--- src/rtl/key_debounce_pkg.sv ---
// key_pkg: shared FSM states and board constants for the key debouncer
package key_pkg;
    typedef enum logic [1:0] {
        KEY_IDLE,
        KEY_PRESS_WAIT,
        KEY_PRESSED,
        KEY_RELEASE_WAIT
    } key_state_t;
    localparam int NUM_KEYS = 4;
    localparam int DEBOUNCE_CYCLES_50MHZ = 1_000_000;
endpackage

--- src/rtl/key_debounce_ch.sv ---
// key_debounce_ch: one key channel (sync, debounce FSM, pulses, LED toggle); KEY_DEBOUNCE_RELEASE_EN adds o_release
module key_debounce_ch
    import key_pkg::*;
#(
    parameter int DEBOUNCE_CYCLES = DEBOUNCE_CYCLES_50MHZ
) (
    input  logic clk,
    input  logic rst,
    input  logic i_key,
    output logic o_level,
    output logic o_press,
`ifdef KEY_DEBOUNCE_RELEASE_EN
    output logic o_release,
`endif
    output logic o_led
);
    localparam int CW = $clog2(DEBOUNCE_CYCLES);
    localparam logic [CW-1:0] LAST = CW'(DEBOUNCE_CYCLES - 1);

    logic [1:0]    r_sync;
    key_state_t    r_state;
    logic [CW-1:0] r_cnt;
    logic          r_level;
    logic          r_press;
    logic          r_led;
    key_state_t    w_state_nxt;
    logic [CW-1:0] w_cnt_nxt;
    logic          w_level_nxt;
    logic          w_press_nxt;
    logic          w_key_s;
`ifdef KEY_DEBOUNCE_RELEASE_EN
    logic          r_release;
    logic          w_release_nxt;
    assign o_release = r_release;
`endif

    assign w_key_s = r_sync[1];
    assign o_level = r_level;
    assign o_press = r_press;
    assign o_led   = r_led;

    // State, counter and registered outputs; LED flips on the press edge
    always_ff @(posedge clk) begin
        if (rst) begin
            r_sync  <= 2'b00;
            r_state <= KEY_IDLE;
            r_cnt   <= '0;
            r_level <= 1'b0;
            r_press <= 1'b0;
            r_led   <= 1'b0;
`ifdef KEY_DEBOUNCE_RELEASE_EN
            r_release <= 1'b0;
`endif
        end else begin
            r_sync  <= {r_sync[0], ~i_key};
            r_state <= w_state_nxt;
            r_cnt   <= w_cnt_nxt;
            r_level <= w_level_nxt;
            r_press <= w_press_nxt;
            r_led   <= r_led ^ w_press_nxt;
`ifdef KEY_DEBOUNCE_RELEASE_EN
            r_release <= w_release_nxt;
`endif
        end
    end

    // Debounce FSM: a change is accepted only after DEBOUNCE_CYCLES+1 steady samples
    always_comb begin
        w_state_nxt = r_state;
        w_cnt_nxt   = r_cnt;
        w_level_nxt = r_level;
        w_press_nxt = 1'b0;
`ifdef KEY_DEBOUNCE_RELEASE_EN
        w_release_nxt = 1'b0;
`endif
        case (r_state)
            KEY_IDLE: begin
                if (w_key_s) begin
                    w_state_nxt = KEY_PRESS_WAIT;
                    w_cnt_nxt   = '0;
                end
            end
            KEY_PRESS_WAIT: begin
                if (!w_key_s) begin
                    w_state_nxt = KEY_IDLE;
                    w_cnt_nxt   = '0;
                end else if (r_cnt == LAST) begin
                    w_state_nxt = KEY_PRESSED;
                    w_cnt_nxt   = '0;
                    w_level_nxt = 1'b1;
                    w_press_nxt = 1'b1;
                end else begin
                    w_cnt_nxt = r_cnt + 1'b1;
                end
            end
            KEY_PRESSED: begin
                if (!w_key_s) begin
                    w_state_nxt = KEY_RELEASE_WAIT;
                    w_cnt_nxt   = '0;
                end
            end
            KEY_RELEASE_WAIT: begin
                if (w_key_s) begin
                    w_state_nxt = KEY_PRESSED;
                    w_cnt_nxt   = '0;
                end else if (r_cnt == LAST) begin
                    w_state_nxt = KEY_IDLE;
                    w_cnt_nxt   = '0;
                    w_level_nxt = 1'b0;
`ifdef KEY_DEBOUNCE_RELEASE_EN
                    w_release_nxt = 1'b1;
`endif
                end else begin
                    w_cnt_nxt = r_cnt + 1'b1;
                end
            end
            default: begin
                w_state_nxt = KEY_IDLE;
                w_cnt_nxt   = '0;
            end
        endcase
    end
endmodule

--- src/rtl/key_debounce.sv ---
// key_debounce: four independent debounced key channels; KEY_DEBOUNCE_RELEASE_EN adds key_release
module key_debounce
    import key_pkg::*;
#(
    parameter int DEBOUNCE_CYCLES = DEBOUNCE_CYCLES_50MHZ
) (
    input  logic       clk,
    input  logic       rst,
    input  logic [3:0] key,
    output logic [3:0] key_level,
    output logic [3:0] key_press,
`ifdef KEY_DEBOUNCE_RELEASE_EN
    output logic [3:0] key_release,
`endif
    output logic [0:3] led
);
    for (genvar i = 0; i < NUM_KEYS; i++) begin : g_ch
        key_debounce_ch #(
            .DEBOUNCE_CYCLES(DEBOUNCE_CYCLES)
        ) u_ch (
            .clk      (clk),
            .rst      (rst),
            .i_key    (key[i]),
            .o_level  (key_level[i]),
            .o_press  (key_press[i]),
`ifdef KEY_DEBOUNCE_RELEASE_EN
            .o_release(key_release[i]),
`endif
            .o_led    (led[i])
        );
    end
endmodule

--- config.mk ---
export PLATFORM = sky130hd
export DESIGN_NAME = key_debounce
export DESIGN_NICKNAME = d
export VERILOG_FILES = /design/src/rtl/key_debounce_pkg.sv /design/src/rtl/key_debounce_ch.sv /design/src/rtl/key_debounce.sv
export SDC_FILE = /design/constraint.sdc
export NUM_CORES = 1
export LEC_CHECK = 0
export ABC_AREA = 1
export CAP_MARGIN = 20
export CELL_PAD_IN_SITES_DETAIL_PLACEMENT = 0
export CELL_PAD_IN_SITES_GLOBAL_PLACEMENT = 1
export CORE_UTILIZATION = 44
export CTS_CLUSTER_SIZE = 12
export DETAILED_ROUTE_END_ITERATION = 8
export PLACE_DENSITY_LB_ADDON = 0.2
export SLEW_MARGIN = 20
export SYNTH_ARGS = -nofsm -noshare
export SYNTH_HDL_FRONTEND = slang
export SYNTH_SLANG_ARGS = --single-unit
--- constraint.sdc ---
create_clock -name clk -period 2.4 [get_ports clk]
set_clock_uncertainty 0.2 [all_clocks]
set_input_delay 0.6 -clock clk [delete_from_list [all_inputs] [get_ports clk]]
set_output_delay 0.6 -clock clk [all_outputs]
set_load 0.005 [all_outputs]
# --- Word level (Yosys, flattened, before mapping) ---
# Index checks and enable logic that the tools add are counted.
totals:
  ff_bits: 108
  out_inout_bits: 12
  in_bits: 6
op_classes:
  n_eq_ne: 48
  addsub: 4
  mux: 84
  n_reduce_logical: 20
  bitwise: 8
op_table:
  columns: ["op", "count"]
  rows:
  - ["20-bit two-way mux", 20]
  - ["20-bit one-hot mux with 4 select lines", 4]
  - ["20-bit by 1-bit adder with 20-bit output, second input constant", 4]
  - ["20-bit == test, second input constant", 4]
  - ["2-bit two-way mux", 24]
  - ["2-bit by 1-bit != test with 1-bit output, second input constant", 16]
  - ["2-bit one-hot mux with 4 select lines", 4]
  - ["1-bit two-way mux", 28]
  - ["5-bit AND reduction", 4]
  - ["2-bit == test, second input constant", 8]
  - ["2-bit != test, second input constant", 8]
  - ["4-bit AND reduction", 4]
  - ["3-bit by 1-bit != test with 1-bit output, second input constant", 4]
  - ["3-bit != test, second input constant", 4]
  - ["2-bit by 1-bit == test with 1-bit output, second input constant", 4]
  - ["2-bit logical NOT", 4]
  - ["1-bit one-hot mux with 2 select lines", 4]
  - ["2-bit AND reduction", 4]
  - ["2-bit nonzero test", 4]
  - ["1-bit NOT", 4]
  - ["1-bit bitwise XOR", 4]

# --- Logic depth before layout (Yosys ltp) ---
depth:
  ltp_word: 5
  depth_mapped: 12
  depth_no_buf: 12

# --- Cells and area by module ---
# A second synthesis with hierarchy kept.
hier_totals:
  hier_cells: 982
  area_unflattened_um2: 6665.1
by_module_without_submodules:
  columns: ["module", "cells_per_inst", "n_inst", "seq_area_each_um2", "area_per_inst_um2"]
  rows:
  - ["key_debounce_ch at g_ch[0].u_ch ...", 244, 3, 540.5, 1690.4]
  - ["key_debounce_ch at g_ch[3].u_ch", 250, 1, 540.5, 1594.0]

# --- Least setup slack after synthesis ---
# Ideal clock, no wire load.
synth_path:
  kind: "register to register"
  startpoint: "register g_ch[0].u_ch.r_cnt[0]"
  endpoint: "register g_ch[0].u_ch.r_cnt[0]"
  path_buffers: 1
  path_slack_ns: 0.641
  setup_time_ns: 0.115
  required_time_ns: 2.085
  arrival_ns: 1.444
  path_stages_with_launch: 11
  path_cell_list: "dfxtp_1 > ha_1 > nand2_2 > nor2_2 > nand2_2 > nor2_8 > nand3_4 > nand2_4 > inv_4 > buf_6 > o21a_1"
synth_between:
  elab_chain_len: 4
  elab_cells_between_ends: 6
synth_rtl:
  columns: ["element", "line_no", "source"]
  rows:
  - ["from (decl)", "key_debounce_ch.sv:22", "logic [CW-1:0] r_cnt;"]
  - ["from (signal assigned)", "key_debounce_ch.sv:57", "r_cnt <= w_cnt_nxt;"]
  - ["20-bit by 1-bit adder with 20-bit output or 20-bit == test (tied branches)", null, null]
  - ["20-bit two-way mux *", "key_debounce_ch.sv:87, key_debounce_ch.sv:106", null]
  - ["20-bit two-way mux, on equally long branches", "key_debounce_ch.sv:103, key_debounce_ch.sv:84", null]
  - ["20-bit one-hot mux with 4 select lines *", "key_debounce_ch.sv:76", "case (r_state)"]
# Mark *: on every way between the ends. The rest lies on a longest branch, timed or not.
# A chain may end at the register's enable or synchronous reset.

# --- Worst setup path in the final report ---
layout_path:
  startpoint: "register g_ch[2].u_ch.r_cnt[1]"
  endpoint: "register g_ch[2].u_ch.r_cnt[13]"
layout_between:
  elab_chain_len: 4
  elab_cells_between_ends: 6
layout_rtl:
  columns: ["element", "line_no"]
  rows:
  - ["from (decl)", "key_debounce_ch.sv:22"]
  - ["from (signal assigned)", "key_debounce_ch.sv:57"]
  - ["20-bit by 1-bit adder with 20-bit output or 20-bit == test (tied branches)", null]
  - ["20-bit two-way mux *", "key_debounce_ch.sv:87, key_debounce_ch.sv:106"]
  - ["20-bit two-way mux, on equally long branches", "key_debounce_ch.sv:103, key_debounce_ch.sv:84"]
  - ["20-bit one-hot mux with 4 select lines *", "key_debounce_ch.sv:76"]
# Marked as above.

==> results_dict.tcl <==
set metrics [dict create \
    cts_resized 0 \
    crit_required_ns 2.46 \
    dieHeight_um 118 \
    grt_pass1_wl_um 23200 \
    clock_sinks 108 \
    rows 42 \
    cp_max_fo 14 \
    ant_nets 0 \
    top_layer_used "met4" \
    relSlewSlack_pct 72.3 \
    ios 18 \
    syn_to_final_growth_pct 8.77 \
    overflow 0 \
    layout.nets 945 \
    dp_hpwl_um 9410 \
    wirelength_um 13400 \
    ys_seq_elements 108 \
    wl_met2_um 6120 \
    fmax_mhz 497 \
    postCtsSetupBuffers 0 \
    cts-htree-levels 3 \
    worstSetupPathType "flop to flop" \
    port_buffers 17 \
    total_leakage_power_nw 2.33 \
    peakVddDrop_v 0.000371 \
    avgSynthCellArea_um2 6.37 \
    fin_ws_ns 0.388 \
    synth_cells 936 \
    tns_ns 0 \
    core_um2 13200 \
    ys_types 40 \
    gp_congestion 0.858 \
    cap_violations 0 \
    grt_usage_pct 20.2 \
    drtIter0Drc 330 \
    clock-root-buffer "clkbuf_16" \
    antenna_found_initial 0 \
    die_w_um 118 \
    die_area_um2 14000 \
    initial_core_util_pct 45.0 \
    drive_gt1_share_pct 6.70 \
    drt-wirelength-per-cell_um 12.0 \
    cts_buffers 9 \
    critPathLaunchType "flop" \
    yosysWarnings 0 \
    worstMarginPinSlew_ns 0.412 \
    seq_area_frac_synth_pct 36.3 \
    synth_ff_type "dfxtp_1" \
    fin_cells 1116 \
    wl_met3_um 444 \
    async_reset_ff_share_pct 0 \
    netlist_area_um2 5960 \
    endpoint_kind "flop" \
    power_density_nw_per_um2 551 \
    fin_crit_ns 2.01 \
    tritoncts "yes" \
    pre_cts_ws_ns 0.423 \
    stdcell_area_um2 6490 \
    cts_hold_buffers 0 \
    grt_pass1_vias 5149 \
    syn-num-nets 946 \
    met1_length_um 6640 \
    grt_max_degree 61 \
    hold_violations 0 \
    status "complete, no violations" \
    p_total_mw 3.57 \
    final.period_utilization_pct 83.8 \
    num_vias 5611 \
    clock_path_buffers 2 \
    setup_viol 0 \
    path_clk_slew_ns 0.07 \
    maxSlewViolCount 0 \
    hold_path.class "flop to flop" \
    arrival_ns 2.07 \
    first_pass_iters 7 \
    synth_edf_count 0 \
    rsz0062_at_grt "false" \
    antenna_cells 0 \
    fillCellCount 1405 \
    clk_latency_ns 0.36 \
    vias_per_cell 5.03 \
    dp.cells 1100 \
    place_area_um2 6200 \
    drc_errors 0 \
]
## layer usage
| metal | GRT usage, % | up-vias |
|---|---|---|
| met2 | 33.4 | 83 |
| met1 | 26.3 | 2524 |
| met4 | 4.98 | 0 |
| met3 | 5.21 | 13 |
| met5 | 0 | - |
| li1 | - | 2991 |
## per-stage QoR
| step | hold WS, ns | util, % |
|---|---|---|
| floorplan | 0.188 | - |
| global placement | 0.196 | 46.8 |
| detailed placement | 0.198 | 46.8 |
| CTS | 0.209 | 49.0 |
| global route | 0.222 | 49.0 |
| finish | 0.204 | 49.0 |
## cell usage after synthesis (7+ instances only)
cell type  instances  area (um2)
buf_4             12        90.1
nor3_1            19        95.1
inv_1            102         383
clkbuf_1          12        45.0
a21oi_1           70         350
nand4_1           23         144
inv_2              9        33.8
dfxtp_1          108        2160
nor2_2            10        62.6
nand3_1           81         405
o21ai_0           53         265
nand2_2            7        43.8
nand2_1          257         965
nor2_1           119         447
## logic make-up after synthesis
kind of cell / after synthesis / synth area share, %
adders and majority gates: 4 / 0.839
buffers and inverters: 149 / 10.8
DFF: 108 / 36.3
xor gates and xnor gates: 5 / 0.735
and+or+nand+nor: 530 / 39.0
AOI/OAI and AO/OA: 140 / 12.4
## layout by cell type (no fill, tap or decap), drive strengths merged
cell type      Yosys  layout
o22ai              2       2
xor2               2       2
nor3              20      20
clkinv             2       7
nand2            266     266
nand3             85      85
o21ai             56      56
dfxtp            108     108
clkbuf            13      10
or2                3       3
o21bai             2       2
bufinv             0       1
a211oi             1       1
buf               21       6
xnor2              3       3
a21o               1       1
ha                 4       4
nand4             23      23
and3               1       1
nor2             132     132
o21a               3       3
clkdlybuf4s50      0      16
o211ai             2       2
inv              113     113
a21oi             73      73
## power by group
part	total [mW]	internal, mW	switching [mW]	leakage [nW]
combinational	0.264	0.0701	0.194	1.31
sequential	1.83	1.81	0.0200	0.872
clock	1.47	0.801	0.672	0.146
total	3.57	2.69	0.886	2.33
## worst paths after layout
check,startpoint,to,slack [ns],cells past startpoint
setup / recovery,g_ch[2].u_ch.r_cnt[1],g_ch[2].u_ch.r_cnt[13],0.39,10
hold / removal,g_ch[3].u_ch.r_sync[0],g_ch[3].u_ch.r_sync[1],0.20,2
setup reg to reg,g_ch[2].u_ch.r_cnt[1],g_ch[2].u_ch.r_cnt[13],0.39,10
hold reg to reg,g_ch[3].u_ch.r_sync[0],g_ch[3].u_ch.r_sync[1],0.20,2
## registers in the layout, indices dropped and copies added, names as in the netlist, named ones only
name / flops
g_ch.u_ch.o_led: 4
g_ch.u_ch.r_cnt: 80
g_ch.u_ch.r_state: 4
g_ch.u_ch.o_level: 4
g_ch.u_ch.o_press: 4
g_ch.u_ch.r_sync: 8
## critical path, cell delays in order (launching register included)
cell	delay (ns)
dfxtp_1	0.37
ha_1	0.20
nand3_1	0.20
nor2_4	0.21
nand3_2	0.12
nand2_2	0.16
inv_2	0.15
nand2_1	0.12
nand3_1	0.08
nand2_1	0.06
inv_1	0.03
## area by class of cell
cell class | instances | area, um2 | share of cell area [%]
clock buffer | 10 | 229 | 3.53
clock inverter | 6 | 55.1 | 0.849
inverter | 115 | 438 | 6.75
multi-input combinational | 679 | 3150 | 48.6
sequential | 108 | 2160 | 33.3
tap | 176 | 220 | 3.40
timing repair buffer | 22 | 228 | 3.51
No activity file was read; power rests on OpenSTA's default activity.
==> variant 1, RTL diff (same flow settings) <==
Change the package constant `DEBOUNCE_CYCLES_50MHZ` from 1_000_000 to 250_000.
--- a/src/rtl/key_debounce_pkg.sv
+++ b/src/rtl/key_debounce_pkg.sv
@@ -9,3 +9,3 @@
     localparam int NUM_KEYS = 4;
-    localparam int DEBOUNCE_CYCLES_50MHZ = 1_000_000;
+    localparam int DEBOUNCE_CYCLES_50MHZ = 250_000;
 endpackage
Formal check against the unedited RTL: no difference found for any inputs over 10 cycles, from zero or initial values and one cycle with rst high; that may be too few to reach the edited logic, so the function may still have changed.
==> variant 1 against the original RTL <==
  * Worst setup slack got worse by 0.020 ns
  * Utilization increased by 0.53 points
  * Total power decreased by 8.1%
  * Final area decreased by 3.3%
  * Maximum frequency decreased by 1.0%
  * Critical path depth decreased by 9
  * Routed wire length decreased by 3.7%
  * Area after synthesis decreased by 3.8%
  * Clock power decreased by 3%
  * Sequential cell count decreased by 8
  * Register-to-register slack improved by 0.03 ns
==> variant 1: results (changes against the original RTL) <==
- The largest registers in the layout are g_ch.u_ch.r_cnt x72, g_ch.u_ch.r_sync x8.
- The total instance count after detailed placement is 1073 (-2.5%).
- The placed standard-cell area came to 0.00599 mm2 (-3.4%).
- The number of cells on the worst reg-to-reg path came to 8 (-2).
- The flow ran to the end, and the final reports show no timing, DRC or antenna violations.
- The data arrival time of the critical path is 1.23 ns (-0.84 ns).
- The met2 layer usage reported by global route is 34.5% (+1.1 points).
- The detailed placement HPWL is 9140 um (-2.9%).
- The met1 usage is 27.3% (+1.1 points).
- The global-route wire length before repair is 22600 um (-2.8%).
- The primary flip-flop cell chosen by synthesis mapping is sky130_fd_sc_hd__dfxtp_1.
- The summed negative setup slack over all endpoints is 0 ns (unchanged).
- The largest delay contributor family on the critical path is buffers and inverters.
- The launch point of the worst reg-to-reg path is g_ch[0].u_ch.r_cnt[0]$_SDFFE_PP0P_.
- The filler-free cell count of the finished design is 1089 (-2.4%).
- The total iterations of the first detailed-routing run is 5 (-2).
- The cell internal power dissipation is 2.45 mW (-8.9%).
- The last weighted congestion value of the routability-driven placer is 0.891 (+3.9%).
- The worst setup slack after placement was 0.426 ns (+0.00282 ns).
- The worst setup path startpoint is g_ch[0].u_ch.o_led$_SDFF_PP0_.
- The number of antenna repair diodes was 0 (unchanged).
- The overall global routing resource usage was 21.1% (+0.84 points).
- The reported combinational group power is 0.169 mW (-36%).
- The met3 usage in global routing is 4.77% (-0.44 points).
- The worst-case register-to-register setup slack is 0.42 ns (+0.03 ns).
- The smallest hold slack is 0.207 ns (+0.00276 ns).
- The pin count of the biggest net entering global routing is 47 (-23%).
- The maximum VDD drop is 475 uV (+28%).
- The slowest stage of the critical path is the sky130_fd_sc_hd__clkdlybuf4s50_1 cell.
- The fraction of layout cells with a size suffix above 1 came to 7.85% (+1.1 points).
- The part of the Yosys area used for sequential elements is 34.9% (-1.4 points).
- The endpoint identified for the worst register-to-register timing path is g_ch[0].u_ch.r_cnt[10]$_SDFFE_PP0P_.
- The final routed wire length divided by cell count was 11.8 um (-1.3%).
- The total vias in the final route was 5376 (-4.2%).
- The total leakage power is 2.17 nW (-7.0%).
- The via count of the first global-routing pass is 4964 (-3.6%).
- The synthesized instance count is 908 (-3.0%).
- The slew at the pin with the worst max-slew slack came to 0.464 ns (+0.0513 ns).
- Counting instances in the post-synthesis netlist gives the leading cell types as 272 x sky130_fd_sc_hd__nand2_1, 130 x sky130_fd_sc_hd__nor2_1, 101 x sky130_fd_sc_hd__inv_1.
- The portion of total power attributed to combinational logic is 5.2% (-2.2 points).
- The number of nets in the layout was 922 (-2.4%).
[variant 1: changes by cell type in the layout (fill, tap and decap cells not counted), moves of 6 or more]
cell	unedited run	this run
sky130_fd_sc_hd__inv_2	9	3
sky130_fd_sc_hd__nand3_1	81	63
sky130_fd_sc_hd__o21ai_0	53	34
sky130_fd_sc_hd__nand3_2	2	9
sky130_fd_sc_hd__nor3_1	19	13
sky130_fd_sc_hd__dfxtp_1	108	100
sky130_fd_sc_hd__a21oi_1	70	56
sky130_fd_sc_hd__nand2_1	257	272
sky130_fd_sc_hd__nor2_1	119	130
[variant 1: how the worst max path moves through the flow]
stage	slack, ns	end	cells after the start
after floorplan	0.74	g_ch[2].u_ch.r_cnt[17]$_SDFFE_PP0P_	9
after global placement	0.47	g_ch[0].u_ch.r_cnt[5]$_SDFFE_PP0P_	10
after detailed placement	0.43	g_ch[0].u_ch.r_cnt[10]$_SDFFE_PP0P_	8
after CTS	0.34	led[0]	1
after global routing	0.25	g_ch[0].u_ch.r_cnt[12]$_SDFFE_PP0P_	8
final	0.37	led[0]	1
[variant 1: cell families (layout without fill, tap and decap cells)]
| logic type | count (synthesis) | after routing | share of synthesized area, % |
|---|---|---|---|
| simple gates | 546 | 546 | 41.6 |
| fa+ha+maj | 4 | 4 | 0.872 |
| compound gates | 108 | 108 | 10.3 |
| flops | 100 | 100 | 34.9 |
| buf+inv | 139 | 148 | 10.7 |
| xor+xnor | 11 | 11 | 1.68 |
[variant 1: layout make-up]
class	instances	area, um2
clock inverters	7	60.1
fillers	1337	6400
well taps	172	215
multi-input cells	669	3130
inverters	106	400
flip-flops and latches	100	2000
clock buffers	9	225
repair buffers	26	245
[variant 1: per-layer routing]
metal	part of all wire (%)	wire length, um
met5	0	0
met2	46	5940
met4	1.4	174
met1	49	6320
met3	3.3	427
==> variant 2, RTL diff (same flow settings) <==
Without the edit above. Put a register stage on the output `key_level`. The value now appears one clock later. The other outputs are not delayed to match.
--- a/src/rtl/key_debounce.sv
+++ b/src/rtl/key_debounce.sv
@@ -16,2 +16,4 @@
 );
+
+    logic [3:0] key_level_d;
     for (genvar i = 0; i < NUM_KEYS; i++) begin : g_ch
@@ -23,3 +25,3 @@
             .i_key    (key[i]),
-            .o_level  (key_level[i]),
+            .o_level  (key_level_d[i]),
             .o_press  (key_press[i]),
@@ -31,2 +33,6 @@
     end
+    always_ff @(posedge clk) begin
+        key_level <= key_level_d;
+    end
+
 endmodule
Check against the original RTL: same outputs for any inputs over 10 cycles, from zero or initial values and one cycle with rst high; that may be too few to reach the edited logic, so the function may still have changed.
==> variant 2 against the original RTL <==
  * Critical path depth is 9 lower
  * Critical path type is now register to primary output
  * Combinational power is 4% lower
  * Largest cell class unchanged
  * Total power is 2.8% higher
  * First-iteration DRC count is 14% higher
  * Synthesized cell count is 2.1% higher
  * Largest power group unchanged
  * Cell count is 2.2% higher
  * Final area is 3.3% higher
  * Utilization is 1.0 points higher
  * Area after synthesis is 2.9% higher
  * Routed wire length is 6.0% higher
  * Sequential cell count is 4 higher
  * Worst setup slack worse by 0.0090 ns
==> variant 2: results (changes against the original RTL) <==
- The flow ran to the end, and the final reports show no timing, DRC or antenna violations.
- The post-cts gate resize count is 0 (unchanged).
- Clock tree synthesis selected as its root buffer the cell sky130_fd_sc_hd__clkbuf_16.
- The fraction of layout cells with a size suffix above 1 came to 6.11% (-0.59 points).
- The peak fanout along the critical path is 3 (-11).
- The detailed placement HPWL is 9920 um (+5.4%).
- The fraction of synthesis flops using an asynchronous set or reset pin is 0% (unchanged).
- The iteration-0 DRC count of the detailed router is 375 (+14%).
- The cell with the largest stage delay on the worst path is sky130_fd_sc_hd__clkdlybuf4s50_1.
- The primary flip-flop cell chosen by synthesis mapping is sky130_fd_sc_hd__dfxtp_1.
- The number of antenna violations at the first check in global routing is 0 (unchanged).
- The total iterations of the first detailed-routing run came to 5 (-2).
- The number of port buffers is 17 (unchanged).
- The via count of the first global-routing pass came to 5324 (+3.4%).
- The largest stage delay on the critical path was 0.51 ns (+0.14 ns).
- The number of fill cells in the layout is 1439 (+2.4%).
- The largest registers in the layout are g_ch.u_ch.r_cnt x80, g_ch.u_ch.r_sync x8.
- The clock tree from TritonCTS is done.
- The part of the Yosys area used for sequential elements is 36.5% (+0.27 points).
- The number of setup buffers added after CTS was 0 (unchanged).
- The last weighted congestion value of the routability-driven placer came to 0.848 (-1.2%).
- The number of H-tree levels came to 3 (unchanged).
- By count the netlist is led by 245 x sky130_fd_sc_hd__nand2_1, 142 x sky130_fd_sc_hd__nor2_1, 112 x sky130_fd_sc_hd__dfxtp_1.
- The via density per instance is 4.99 (-0.81%).
- The overall global routing resource usage is 21.1% (+0.88 points).
- The number of buffers created by CTS is 9 (unchanged).
- The clock tree buffer depth is 2 (unchanged).
- The final routed wire length divided by cell count was 12.4 um (+3.7%).
- The count of different cell masters after synthesis is 43 (+7.5%).
- The number of nets in the layout came to 970 (+2.6%).
- The number of warning messages in the yosys log came to 0 (unchanged).
- Broken down by cell family, the worst path's largest delay share belongs to buffers and inverters.
- The total leakage power is 2.41 nW (+3.6%).
- The path type of the worst min-delay path is register to register.
- The pin count of the biggest net entering global routing is 33 (-46%).
- The source-to-sink clock delay at the later pin of the worst-skew pair is 0.36 ns (about the same).
- The clock-pin slew reported for the worst setup and hold paths after clock tree synthesis is 0.07 ns (about the same).
- The global-route wire length before repair is 24700 um (+6.5%).
- The maximum VDD drop was 487 uV (+31%).
- The tightest slew margin relative to the limit is 66.0% (-6.3 points).
- The data arrival time of the critical path is 1.22 ns (-0.85 ns).
- By area the synthesized netlist is led by sky130_fd_sc_hd__dfxtp_1 37%, sky130_fd_sc_hd__nand2_1 15%, sky130_fd_sc_hd__nor2_1 8.7%.
- The number of antenna repair diodes came to 0 (unchanged).
==> variant 2: worst paths after layout <==
check | cells past startpoint | end | slack, ns | from
hold / removal | 0 | key_level[3]$_DFF_P_ | 0.15 | g_ch[3].u_ch.o_level$_SDFFE_PP0P_
setup reg to reg | 10 | g_ch[1].u_ch.r_cnt[2]$_SDFFE_PP0P_ | 0.40 | g_ch[1].u_ch.r_cnt[0]$_SDFFE_PP0P_
hold reg to reg | 0 | key_level[3]$_DFF_P_ | 0.15 | g_ch[3].u_ch.o_level$_SDFFE_PP0P_
setup / recovery | 1 | led[1] | 0.38 | g_ch[1].u_ch.o_led$_SDFF_PP0_
==> variant 2: cell families after synthesis <==
logic type	synth area share, %
AO/OA/AOI/OAI	13.2
XOR/XNOR	0.856
adder cells (fa/ha/maj)	0.815
buffers and inverters	10.2
flip-flops	36.5
AND/OR/NAND/NOR	38.5
==> variant 2: layout make-up <==
| class | count | area share [%] |
|---|---|---|
| Tap cell | 176 | 3.29 |
| Inverter | 116 | 6.59 |
| Sequential cell | 112 | 33.5 |
| Clock buffer | 12 | 3.98 |
| Timing Repair Buffer | 23 | 3.32 |
| Clock inverter | 4 | 0.523 |
| Multi-Input combinational cell | 698 | 48.8 |
==> variant 2: per-stage QoR <==
step	worst slack, ns	cells	instance area, um2	util (%)
global placement	0.475	1125	6400	47.8
CTS	0.352	1141	6700	50.0
detailed placement	0.423	1125	6400	47.8
finish	0.379	1141	6700	50.0
floorplan	0.637	956	6140	-
global route	0.210	1141	6700	50.0
==> variant 2: layer usage <==
metal	GRT usage, %	wire length, um	up-vias
met1	28.5	7250	2537
met4	5.16	77	0
met2	34.0	6350	75
li1	-	-	3071
met5	0	0	-
met3	4.56	487	7
==> variant 2: power by group <==
| part | internal [mW] | leakage, nW | switching, mW |
|---|---|---|---|
| Combinational | 0.0623 | 1.37 | 0.190 |
| Clock | 0.802 | 0.143 | 0.724 |
| Sequential | 1.88 | 0.904 | 0.0137 |
